==> config.mk <==
export PLATFORM = sky130hd
export DESIGN_NAME = gmux_sel_ctrl
export DESIGN_NICKNAME = d
export VERILOG_FILES = /design/src/rtl/gmux_sel_ctrl.sv
export SDC_FILE = /design/constraint.sdc
export NUM_CORES = 1
export LEC_CHECK = 0
export BUFFER_PORTS_ARGS = -buffer_cell sky130_fd_sc_hd__buf_2
export CAP_MARGIN = 5
export CORE_AREA = 4 4 41 43
export DETAILED_ROUTE_END_ITERATION = 10
export DIE_AREA = 0 0 45 47
export PLACE_DENSITY = 0.79
export SLEW_MARGIN = 20
export SYNTH_ARGS = -nofsm -noshare
export SYNTH_HDL_FRONTEND = slang
export SYNTH_SLANG_ARGS = --single-unit
==> constraint.sdc <==
create_clock -name QCK -period 3.8 [get_ports QCK]
set_input_delay 0.57 -clock QCK [delete_from_list [all_inputs] [get_ports QCK]]
set_output_delay 0.57 -clock QCK [all_outputs]
set_load 0.05 [all_outputs]
==> src/rtl/gmux_sel_ctrl.sv <==
// Glitch-free GMUX select sequencer: gate the downstream clock, drain,
// flip the select, let the mux settle, then re-enable the gate.
module gmux_sel_ctrl #(
  parameter int DRAIN_CYCLES  = 2,
  parameter int SETTLE_CYCLES = 3
) (
  input  logic QCK,
  input  logic QRT,
  input  logic req_valid,
  input  logic req_sel,
  input  logic cfg_lock,
  output logic req_ready,
  output logic IS0,
  output logic gate_en,
  output logic busy,
  output logic done
);

  typedef enum logic [1:0] {
    IDLE   = 2'd0,
    DRAIN  = 2'd1,
    SETTLE = 2'd2
  } state_t;

  localparam logic [3:0] DRAIN_LD  = 4'(DRAIN_CYCLES - 1);
  localparam logic [3:0] SETTLE_LD = 4'(SETTLE_CYCLES - 1);

  state_t     state_q, state_d;
  logic [3:0] cnt_q, cnt_d;
  logic       sel_q, sel_d;
  logic       is0_q, is0_d;
  logic       gate_q, gate_d;
  logic       done_q, done_d;
  logic       accept;

  assign req_ready = (state_q == IDLE) && !cfg_lock;
  assign accept    = req_valid && req_ready;

  always_comb begin
    state_d = state_q;
    cnt_d   = cnt_q;
    sel_d   = sel_q;
    is0_d   = is0_q;
    gate_d  = gate_q;
    done_d  = 1'b0;
    unique case (state_q)
      IDLE: begin
        if (accept) begin
          if (req_sel == is0_q) begin
            done_d = 1'b1;
          end else begin
            sel_d   = req_sel;
            cnt_d   = DRAIN_LD;
            gate_d  = 1'b0;
            state_d = DRAIN;
          end
        end
      end
      DRAIN: begin
        // select only moves once the gate has been low long enough
        if (cnt_q == 4'd0) begin
          is0_d   = sel_q;
          cnt_d   = SETTLE_LD;
          state_d = SETTLE;
        end else begin
          cnt_d = cnt_q - 4'd1;
        end
      end
      SETTLE: begin
        if (cnt_q == 4'd0) begin
          gate_d  = 1'b1;
          done_d  = 1'b1;
          state_d = IDLE;
        end else begin
          cnt_d = cnt_q - 4'd1;
        end
      end
      default: begin
        state_d = IDLE;
      end
    endcase
  end

  always_ff @(posedge QCK) begin
    if (QRT) begin
      state_q <= IDLE;
      cnt_q   <= 4'd0;
      sel_q   <= 1'b0;
      is0_q   <= 1'b0;
      gate_q  <= 1'b1;
      done_q  <= 1'b0;
    end else begin
      state_q <= state_d;
      cnt_q   <= cnt_d;
      sel_q   <= sel_d;
      is0_q   <= is0_d;
      gate_q  <= gate_d;
      done_q  <= done_d;
    end
  end

  assign IS0     = is0_q;
  assign gate_en = gate_q;
  assign busy    = (state_q != IDLE);
  assign done    = done_q;

endmodule

Word level (Yosys, flattened, before mapping)
Index checks and enable logic that the tools add are counted.
{"block": "totals", "ff_bits": 10, "out_inout_bits": 5, "elab_cells": 47}
{"block": "classes", "n_addsub": 1, "n_eq_ne": 8, "n_bitwise": 1, "reduce_logical": 13, "mux": 18}
{"cell": "4-bit two-way mux", "n": 4}
{"cell": "4-bit one-hot mux with 3 select lines", "n": 1}
{"cell": "4-bit AND reduction", "n": 3}
{"cell": "2-bit inequality test (second input constant)", "n": 5}
{"cell": "2-bit two-way mux", "n": 4}
{"cell": "1-bit two-way mux", "n": 6}
{"cell": "2-bit one-hot mux with 3 select lines", "n": 1}
{"cell": "4-bit logical NOT", "n": 1}
{"cell": "1-bit one-hot mux with 2 select lines", "n": 2}
{"cell": "2-bit nonzero test", "n": 2}
{"cell": "4-bit by 1-bit subtractor with 4-bit output (second input constant)", "n": 1}
{"cell": "3-bit AND reduction", "n": 1}
{"cell": "3-bit nonzero test", "n": 1}
{"cell": "2-bit by 1-bit == test with 1-bit output (second input constant)", "n": 1}
{"cell": "2-bit == test (second input constant)", "n": 1}
{"cell": "1-bit logical AND", "n": 2}
{"cell": "2-bit logical NOT", "n": 1}
{"cell": "2-bit AND reduction", "n": 1}
{"cell": "1-bit == test", "n": 1}
{"cell": "1-bit logical NOT", "n": 1}
{"cell": "1-bit inverter", "n": 1}

Depth between registers and ports, before layout
Gate-level depths: netlist of the first run.
{"block": "depth", "word_depth": 5, "depth_mapped": 7}

Worst setup path after synthesis of the first run
Ideal clock, no wire load.
{"block": "synth_path", "path_kind": "register -> output", "from": "reg state_q[1]", "to": "out req_ready", "t_arrival_ns": 1.680, "n_path_buf": 0, "setup_slack_ns": 1.550, "path_stages_with_launch": 5, "cell_sequence": "dfxtp_1 inv_1 ha_1 inv_1 nor2_1"}
{"block": "synth_via", "elab_chain_cells": 2}
{"element": "from (decl)", "line_no": "28", "text": "state_t state_q, state_d;"}
{"element": "from (signal assigned)", "line_no": "93", "text": "state_q <= state_d;"}
{"element": "2-bit logical NOT", "line_no": "36", "text": "assign req_ready = (state_q == IDLE) && !cfg_lock;"}
{"element": "1-bit logical AND", "line_no": "36"}
{"element": "to (decl)", "line_no": "12", "text": "output logic req_ready,"}
Every way passes these cells.

Final worst setup path of the first run
Ends and elaborated chain as after synthesis.

==> summary.txt, run 1 <==
Timing
  – Final Hold Fails: 0
  – Final setup vio count: 0
  – Slew Viols, Final: 0
  – Peak Freq: 0.480 GHz
  – Worst slew pin tran: 0.474 ns
  – Tmin final: 2.08 ns
  – Setup TNS: 0 ns
  – Rel. slew slack: 68.4%
  – Final Cycle Share: 54.8%
  – Worst setup margin: 1.72 ns
  – Clock skew: 0.00218 ns
  – Unrepaired setup endpoints after global routing: false

Clock network
  – Clock sinks: 10
  – CTS tree: yes
  – Clk_lat worst skew: 0.27 ns
  – Largest buffer count on any clock path: 2
  – CTS hold repair buffers: 0
  – Post-CTS Setup Repair Bufs: 0
  – Htree depth: 1
  – Root buffer cell: clkbuf_4
  – TritonCTS Buffers: 3
  – Clk slew on worst S/H paths: 0.07 ns
  – CTS resizes: 0

Finish
  – Fin cells: 104
  – Layout cells sized above 1: 20.2%
  – Commonest non-fill, non-tap cell in the layout: dfxtp_1
  – Multi-input logic area: 438 µm²
  – Antenna Diode Count: 0
  – Most frequent cells in the layout: dfxtp_1 (10), buf_2 (9), nor2_1 (8), a21oi_1 (8)
  – # fillers: 129
  – FF/Latch Area: 200 µm²
  – Final nets: 102
  – Area growth syn-to-layout: 13.9%
  – Design area: 761 µm²

Route
  – DR WL/cell: 13.5 µm
  – DR iter-0 viols: 4
  – DRT Pass-1 Iters: 3
  – Aggregate routed wire length: 1400 µm
  – Top sig layer: met4
  – Met2 Wirelength: 618 µm
  – Metal-1 WL: 661 µm
  – Via density: 5.93
  – WL met3: 82 µm
  – Number of remaining DRC errors: 0
  – ANT nets after route: 0
  – Vias: 617

Yosys
  – Top FF cell, synth: dfxtp_1
  – Async SR Flop Fraction: 0%
  – Synthesized Nets: 90
  – Top post-synthesis cells by area: dfxtp_1 (30%), ha_1 (13%), a21oi_1 (6.0%), o21ai_0 (5.2%), nor2_1 (4.5%)
  – Synth area leader: dfxtp_1
  – Post-synthesis cell count: 78
  – Yosys cell types: 31
  – Syn avg cell area: 8.57 µm²
  – Cell area after synthesis: 668 µm²
  – Register area share after synthesis: 30.0%
  – Synth warn: 0
  – Post-synth EDFFs: 0
  – Top cell type's share of synthesized area: 30.0%
  – Seq cells post-synth: 10

Worst setup path
  – CP bufs+invs: 3
  – Delay of the slowest cell on the worst path: 0.35 ns
  – CP dominant cell by count: inv_1
  – Critical Path AT: 1.51 ns
  – Worst setup SP type: flip-flop
  – CP Max Fanout: 5
  – Critical Setup Path Class: reg2out
  – WP data required: 3.23 ns
  – Worst setup EP type: primary output
  – Slowest CP cell: dfxtp_1
  – Top Family by Delay on Critical Path: buffers and inverters
  – Worst path cell trace: inv_1 -> ha_1 -> inv_1 -> nor2_1 -> buf_2

Power and ir drop
  – Combinational fraction of design power: 47.0%
  – Net Sw Frac: 43.3%
  – Leakage: 0.300 nW
  – Sequential share of power: 30.7%
  – Peak VDD IR: 0.000278 V
  – Switching power: 0.000189 W
  – Internal Pwr Total: 0.000248 W
  – Pwr dens: 575 nW/µm²
  – Clk pwr share: 22.3%

Floorplanning
  – Die ar.: 2120 µm²
  – Die height: 47 µm
  – Core Rows: 13
  – Die W: 45 µm
  – Core Region: 1300 µm²
  – Ports: 10
  – Initial Util: 51.3%

Placement
  – Placed Cells incl. Taps: 100
  – Detail Placement HPWL: 1030 µm
  – Placed Area: 724 µm²
  – Routability cong.: 0.752
  – Pre-CTS setup slack: 2.01 ns
  – IO buf count: 9

Flow run
  – Max_cap viols: 0

Status
  – Status: finished, final reports clean

Global routing
  – GRT Util Overall: 15.1%
  – First-pass GRT wire length: 2280 µm
  – Grt ovf: 0
  – Vias in the first global route: 518
  – Largest net degree at the start of global routing: 12
  – Initial antenna violation count: 0

Min path
  – Worst hold path type: reg2reg
==> worst register-to-register path: cells and delay by family, from the launching register on <==
family,cells,cell delay [ns]
adder cells (fa/ha/maj),1,0.35
buffers and inverters,1,0.11
AO/OA/AOI/OAI,3,0.75
flip-flops,1,0.40
AND/OR/NAND/NOR,1,0.08
==> metrics by stage <==
step	util, %	total power [W]	hold slack, ns
CTS	58.5	0.000442	0.508
global placement	55.7	0.000337	0.483
global route	58.5	0.000468	0.543
finish	58.5	0.000437	0.504
floorplan	-	0.000299	0.463
detailed placement	55.7	0.000342	0.498
==> synthesized netlist by cell type, types with 2 or more instances <==
cell type / count
clkbuf_1: 2
inv_1: 6
nand3b_1: 3
nor2_1: 8
a21oi_1: 8
nand2_1: 3
a31oi_1: 2
dfxtp_1: 10
o21ai_0: 7
ha_1: 7
nand4_1: 2
==> layout make-up <==
| type | instances | share of cell area, % |
|---|---|---|
| sequential | 10 | 26.3 |
| inverter | 6 | 2.96 |
| tap | 15 | 2.47 |
| timing repair buffer | 9 | 5.92 |
| multi-input combinational | 60 | 57.6 |
| clock buffer | 4 | 4.77 |
==> final timing paths <==
path,from,endpoint,slack (ns),depth (start not counted)
max,state_q[1],req_ready,1.72,5
min,gate_en,gate_en,0.50,2
max reg2reg,state_q[1],cnt_q[3],2.04,6
min reg2reg,gate_en,gate_en,0.50,2
==> cell families after synthesis <==
logic type,count (synthesis),share of synthesized area (%)
AOI/OAI and AO/OA,28,29.4
xor gates and xnor gates,1,1.31
adders and majority gates,7,13.1
buffers and inverters,8,4.49
DFF,10,30.0
muxes,1,1.50
and+or+nand+nor,23,20.2
==> power by group through the flow <==
stage	combinational (W)	sequential, W	clock, W
finish	0.000205	0.000134	0.0000975
global route	0.000227	0.000136	0.000105
CTS	0.000207	0.000134	0.000101
detailed placement	0.000205	0.000137	0
global placement	0.000201	0.000136	0
floorplan	0.000143	0.000157	0
==> per-layer routing <==
| metal | global-route usage, % | up-vias |
|---|---|---|
| li1 | - | 308 |
| met1 | 18.6 | 285 |
| met2 | 24.0 | 19 |
| met3 | 2.30 | 5 |
| met4 | 10.5 | 0 |
| met5 | 0 | - |
==> sequential cells by signal, indices dropped and copies added (netlist names) <==
register / cells
sel_q: 1
done: 1
gate_en: 1
state_q: 2
IS0: 1
cnt_q: 4
Note: power is estimated with default switching activity, not from simulation.
==> inputs of run 2 (changes only) <==
clock period = 2.04 ns   (was 3.8 ns; I/O delays follow)
==> run 2 against run 1 <==
Effect of this change:
- critical path depth stayed put
- power up 87%
- first-iteration DRC count grew to 4.3 times the previous value
- via count fell by 1.1%
- non-clock buffer count stayed put
- critical endpoint unchanged
- highest routed layer unchanged
- critical path type unchanged
- count of clock-buffer cells in the layout stayed put
- largest power group unchanged
==> summary.txt, run 2 (synthesis results as in run 1) <==
Status
  – Status: finished, final reports clean

Power and ir drop
  – Pwr dens: 1070 nW/µm² (+86%)
  – Sequential share of power: 30.7% (about the same)
  – Combinational fraction of design power: 47.0% (about the same)
  – Final Power: 0.000817 W (+87%)
  – Switching power: 0.000355 W (+87%)
  – Net Sw Frac: 43.4% (+0.081 points)
  – Peak VDD IR: 0.000434 V (+56%)
  – Leakage: 0.300 nW (about the same)
  – Clk pwr share: 22.3% (about the same)
  – Internal Pwr Total: 0.000462 W (+87%)

Floorplanning
  – Core Rows: 13 (unchanged)
  – Die ar.: 2120 µm² (unchanged)
  – Core Region: 1300 µm² (unchanged)
  – Die height: 47 µm (unchanged)
  – Die W: 45 µm (unchanged)
  – Ports: 10 (unchanged)
  – Initial Util: 51.3% (unchanged)

Worst setup path
  – WP data required: 1.73 ns (-1.50 ns)
  – Worst setup EP type: primary output
  – CP Max Fanout: 5 (unchanged)
  – R2r setup slk: 0.28 ns (-1.76 ns)
  – Critical Setup Path Class: reg2out
  – Critical Path AT: 1.51 ns (about the same)
  – Worst setup SP type: flip-flop

Clock network
  – Htree depth: 1 (unchanged)
  – Root buffer cell: clkbuf_4
  – CTS resizes: 0 (unchanged)
  – Largest buffer count on any clock path: 2 (unchanged)
  – CTS hold repair buffers: 0 (unchanged)
  – CTS tree: yes
  – TritonCTS Buffers: 3 (unchanged)
  – Clk_lat worst skew: 0.27 ns (about the same)
  – Clock sinks: 10 (unchanged)
  – Clk slew on worst S/H paths: 0.07 ns (about the same)
  – Post-CTS Setup Repair Bufs: 0 (unchanged)

Finish
  – Layout cells sized above 1: 21.3% (+1.1 points)
  – # fillers: 116 (-10%)
  – Area growth syn-to-layout: 14.2%
  – Max FFs per register: 4 (unchanged)
  – Top Registers: cnt_q (4), state_q (2)
  – Design area: 763 µm² (+0.33%)
  – Commonest non-fill, non-tap cell in the layout: dfxtp_1
  – Largest reg by FF count: cnt_q
  – Antenna Diode Count: 0 (unchanged)
  – Final nets: 102 (unchanged)
  – Most frequent cells in the layout: dfxtp_1 (10), buf_2 (9), a21oi_1 (8)

Global routing
  – Largest net degree at the start of global routing: 12 (unchanged)
  – Initial antenna violation count: 0 (unchanged)
  – GRT Util Overall: 14.0% (-1.0 points)
  – First-pass GRT wire length: 2190 µm (-3.9%)
  – Grt ovf: 0 (unchanged)
  – Vias in the first global route: 539 (+4.1%)

Timing
  – Clock skew: 0.00418 ns (+0.00199 ns)
  – Setup TNS: 0 ns (unchanged)
  – Final Cycle Share: 89.3%
  – Unrepaired setup endpoints after global routing: false
  – Worst slew pin tran: 0.490 ns (+0.0160 ns)
  – Final setup vio count: 0 (unchanged)
  – Tmin final: 1.82 ns
  – Rel. slew slack: 67.3% (-1.1 points)
  – Final Hold Fails: 0 (unchanged)
  – Peak Freq: 0.549 GHz
  – Slew Viols, Final: 0 (unchanged)

Route
  – DRT Pass-1 Iters: 4 (+1)
  – Number of remaining DRC errors: 0 (unchanged)
  – Via density: 5.87 (-1.1%)
  – Vias: 610 (-1.1%)
  – ANT nets after route: 0 (unchanged)
  – DR WL/cell: 12.8 µm (-4.6%)
  – DR iter-0 viols: 17 (+13)
  – Aggregate routed wire length: 1330 µm (-4.6%)

Placement
  – Detail Placement HPWL: 962 µm (-6.5%)
  – Placed Area: 727 µm² (+0.35%)
  – IO buf count: 9 (unchanged)
  – Routability cong.: 0.847 (+13%)

Min path
  – Worst hold path type: in2reg

Flow run
  – Max_cap viols: 0 (unchanged)
run 2: critical path, stage by stage (launching register included):
cell and delay, ns:
dfxtp_1 0.36, inv_1 0.12, ha_1 0.27, inv_1 0.11
nor2_2 0.12, buf_2 0.27
run 2: per-layer routing:
layer  vias up  routed length (µm)  track usage, %
met3         2                 116            3.45
met1       279                 607            16.8
met4         0                  17            5.26
met5         -                   0               0
li1        306                   -               -
met2        23                 593            24.3
run 2: path summary, 6_finish.rpt:
kind / from / to / depth (start not counted)
min reg2reg: gate_en / gate_en / 2
max: state_q[1] / req_ready / 5
max reg2reg: state_q[1] / cnt_q[3] / 6
min: req_sel / sel_q / 3
run 2: through the flow:
stage	std cells	hold slack [ns]	utilization (%)	setup WS [ns]
6_report	104	0.325	58.7	0.219
5_1_grt	104	0.329	58.7	0.137
4_1_cts	104	0.325	58.7	0.211
3_5_place_dp	100	0.488	55.9	0.312
3_3_place_gp	100	0.479	55.9	0.323
2_1_floorplan	78	0.375	-	0.249
run 2: power groups by stage:
stage	sequential (W)	clock, W	combinational (W)
after global placement	0.000253	0	0.000378
after floorplan	0.000292	0	0.000268
after CTS	0.000251	0.000187	0.000384
final	0.000251	0.000182	0.000384
after global routing	0.000256	0.000200	0.000415
after detailed placement	0.000255	0	0.000382
run 2: area by class of cell:
cell class	instances	area (µm²)	share of cell area, %
multi-input combinational	60	440	57.7
sequential	10	200	26.2
timing repair buffer	9	45.0	5.90
clock buffer	4	36.3	4.75
inverter	6	22.5	2.95
tap	15	18.8	2.46
==> inputs of run 3 (changes only) <==
BUFFER_PORTS_ARGS = default   (was -buffer_cell sky130_fd_sc_hd__buf_2)
DONT_BUFFER_PORTS = 1   (was default)
PLACE_DENSITY = 0.72   (was 0.79)
==> run 3 against run 2 <==
Effect of this change:
- non-clock buffer count shrank 6
- fmax grew 4.1%
- sequential share of layout area grew 0.80 points
- routed wire length shrank 1.9%
- worst hold slack lost 0.24 ns
- utilization shrank 1.7 points
- worst setup slack gained 0.072 ns
- via count shrank 3.8%
- first-iteration DRC count shrank 5.9%
- flip-flop and latch count is the same
- final cell count shrank 5.8%
- critical endpoint is now cnt_q[3]
==> summary.txt, run 3 (synthesis results as in run 1) <==
Timing
  – Tmin final: 1.75 ns (-0.0720 ns)
  – Rel. slew slack: 64.8% (-2.5 points)
  – Unrepaired setup endpoints after global routing: false
  – Clock skew: 0.00320 ns (-0.000978 ns)
  – Final Cycle Share: 85.7% (-3.5 points)
  – Peak Freq: 0.572 GHz (+4.1%)
  – Final setup vio count: 0 (unchanged)
  – Slew Viols, Final: 0 (unchanged)
  – Setup TNS: 0 ns (unchanged)
  – Final Hold Fails: 0 (unchanged)
  – Worst slew pin tran: 0.527 ns (+0.0372 ns)

Finish
  – Most frequent cells in the layout: dfxtp_1 (10), a21oi_1 (8), o21ai_0 (7), nor2_1 (7), ha_1 (7)
  – Antenna Diode Count: 0 (unchanged)
  – Top Registers: cnt_q (4), state_q (2)
  – Layout cells sized above 1: 15.7% (-5.7 points)
  – Max FFs per register: 4 (unchanged)
  – Final nets: 96 (-5.9%)
  – Area growth syn-to-layout: 10.9%
  – Commonest non-fill, non-tap cell in the layout: dfxtp_1
  – Largest reg by FF count: cnt_q

Clock network
  – Post-CTS Setup Repair Bufs: 0 (unchanged)
  – CTS tree: yes
  – Root buffer cell: clkbuf_4
  – Htree depth: 1 (unchanged)
  – Clk slew on worst S/H paths: 0.07 ns (about the same)
  – CTS resizes: 0 (unchanged)
  – Clk_lat worst skew: 0.27 ns (about the same)
  – Clock sinks: 10 (unchanged)
  – TritonCTS Buffers: 3 (unchanged)
  – Largest buffer count on any clock path: 2 (unchanged)
  – CTS hold repair buffers: 0 (unchanged)

Worst setup path
  – CP Max Fanout: 5 (unchanged)
  – Critical Path AT: 1.96 ns (+0.45 ns)
  – Slowest CP cell: dfxtp_1
  – Delay of the slowest cell on the worst path: 0.42 ns (+0.06 ns)
  – Worst setup EP type: flip-flop
  – WP data required: 2.25 ns (+0.52 ns)
  – Worst setup SP type: flip-flop
  – Worst path cell trace: inv_1 -> ha_1 -> nand2_1 -> o21ai_0 -> o311ai_0 -> a31oi_1
  – Critical Setup Path Class: reg2reg

Global routing
  – Largest net degree at the start of global routing: 12 (unchanged)
  – Global routing usage on met1: 16.2% (-0.57 points)
  – Vias in the first global route: 528 (-2.0%)
  – Initial antenna violation count: 0 (unchanged)
  – First-pass GRT wire length: 2130 µm (-3.1%)
  – Top Usage Layer GRT: met2
  – Grt ovf: 0 (unchanged)
  – GRT Util Overall: 14.3% (+0.28 points)
  – Met3 usage: 4.60% (+1.1 points)
  – M2 GR Usage: 23.4% (-0.85 points)

Placement
  – Detail Placement HPWL: 968 µm (+0.56%)
  – IO buf count: 0 (-9)
  – Routability cong.: 0.769 (-9.3%)

Route
  – DR WL/cell: 13.4 µm (+4.1%)
  – DRT Pass-1 Iters: 4 (unchanged)
  – Via density: 5.99 (+2.1%)
  – Vias: 587 (-3.8%)
  – Number of remaining DRC errors: 0 (unchanged)
  – Aggregate routed wire length: 1310 µm (-1.9%)
  – DR iter-0 viols: 16 (-1)
  – ANT nets after route: 0 (unchanged)

Floorplanning
  – Core Region: 1300 µm² (unchanged)
  – Die height: 47 µm (unchanged)
  – Die W: 45 µm (unchanged)
  – Initial Util: 51.3% (unchanged)
  – Core Rows: 13 (unchanged)
  – Ports: 10 (unchanged)
  – Die ar.: 2120 µm² (unchanged)

Power and ir drop
  – Peak VDD IR: 0.000736 V (+70%)
  – Clk pwr share: 23.0% (+0.7 points)
  – Internal Pwr Total: 0.000460 W (-0.52%)
  – Sequential share of power: 35.7% (+5.0 points)
  – Leakage: 0.277 nW (-7.9%)
  – Combinational fraction of design power: 41.3% (-5.7 points)
  – Switching power: 0.000349 W (-1.5%)
  – Final Power: 0.000809 W (-0.96%)
  – Pwr dens: 1090 nW/µm² (+2.1%)
  – Net Sw Frac: 43.2% (-0.25 points)

Min path
  – Worst hold path type: in2reg

Flow run
  – Max_cap viols: 0 (unchanged)

Status
  – Status: finished, final reports clean
run 3: changes by cell type in the layout (fill, tap and decap cells not counted):
cell	previous run	this run
buf_2	9	0
buf_4	0	3
run 3: final cells by class:
cell class | count | area, µm²
sequential | 10 | 200
multi-input combinational | 60 | 440
tap | 15 | 18.8
clock buffer | 4 | 36.3
fill | 121 | 561
inverter | 6 | 22.5
timing repair buffer | 3 | 22.5
run 3: final timing paths:
| path | from | endpoint | slack (ns) | depth (start not counted) |
|---|---|---|---|---|
| worst min register to register | sel_q | sel_q | 0.50 | 2 |
| worst min-delay path | QRT | cnt_q[3] | 0.09 | 1 |
| worst max-delay path | state_q[1] | cnt_q[3] | 0.29 | 6 |
| worst max register to register | state_q[1] | cnt_q[3] | 0.29 | 6 |
run 3: metrics by stage:
stage | area [µm²] | hold WS [ns] | instances | setup slack (ns) | util, %
2_1_floorplan | 671 | 0.375 | 78 | 0.249 | -
3_3_place_gp | 704 | 0.377 | 94 | 0.298 | 54.1
3_5_place_dp | 704 | 0.378 | 94 | 0.328 | 54.1
4_1_cts | 741 | 0.0900 | 98 | 0.297 | 56.9
5_1_grt | 741 | 0.0831 | 98 | 0.0996 | 56.9
6_report | 741 | 0.0891 | 98 | 0.291 | 56.9
run 3: power groups by stage:
stage	sequential [W]	combinational [W]	clock, W
finish	0.000289	0.000334	0.000186
global route	0.000294	0.000374	0.000196
CTS	0.000289	0.000334	0.000186
detailed placement	0.000294	0.000332	0
global placement	0.000294	0.000328	0
floorplan	0.000292	0.000268	0
run 3: layer usage:
metal  part of all wire (%)  vias to the layer above
met4                    2.7                        0
met5                      0                        -
met2                     43                       16
met3                    6.9                        5
li1                       -                      300
met1                     47                      266
run 3: critical path: cells and delay by family, from the launching register on:
family,cells,cell delay [ns]
AND/OR/NAND/NOR,1,0.07
buffers and inverters,1,0.11
adder cells (fa/ha/maj),1,0.36
flip-flops,1,0.42
AO/OA/AOI/OAI,3,0.74
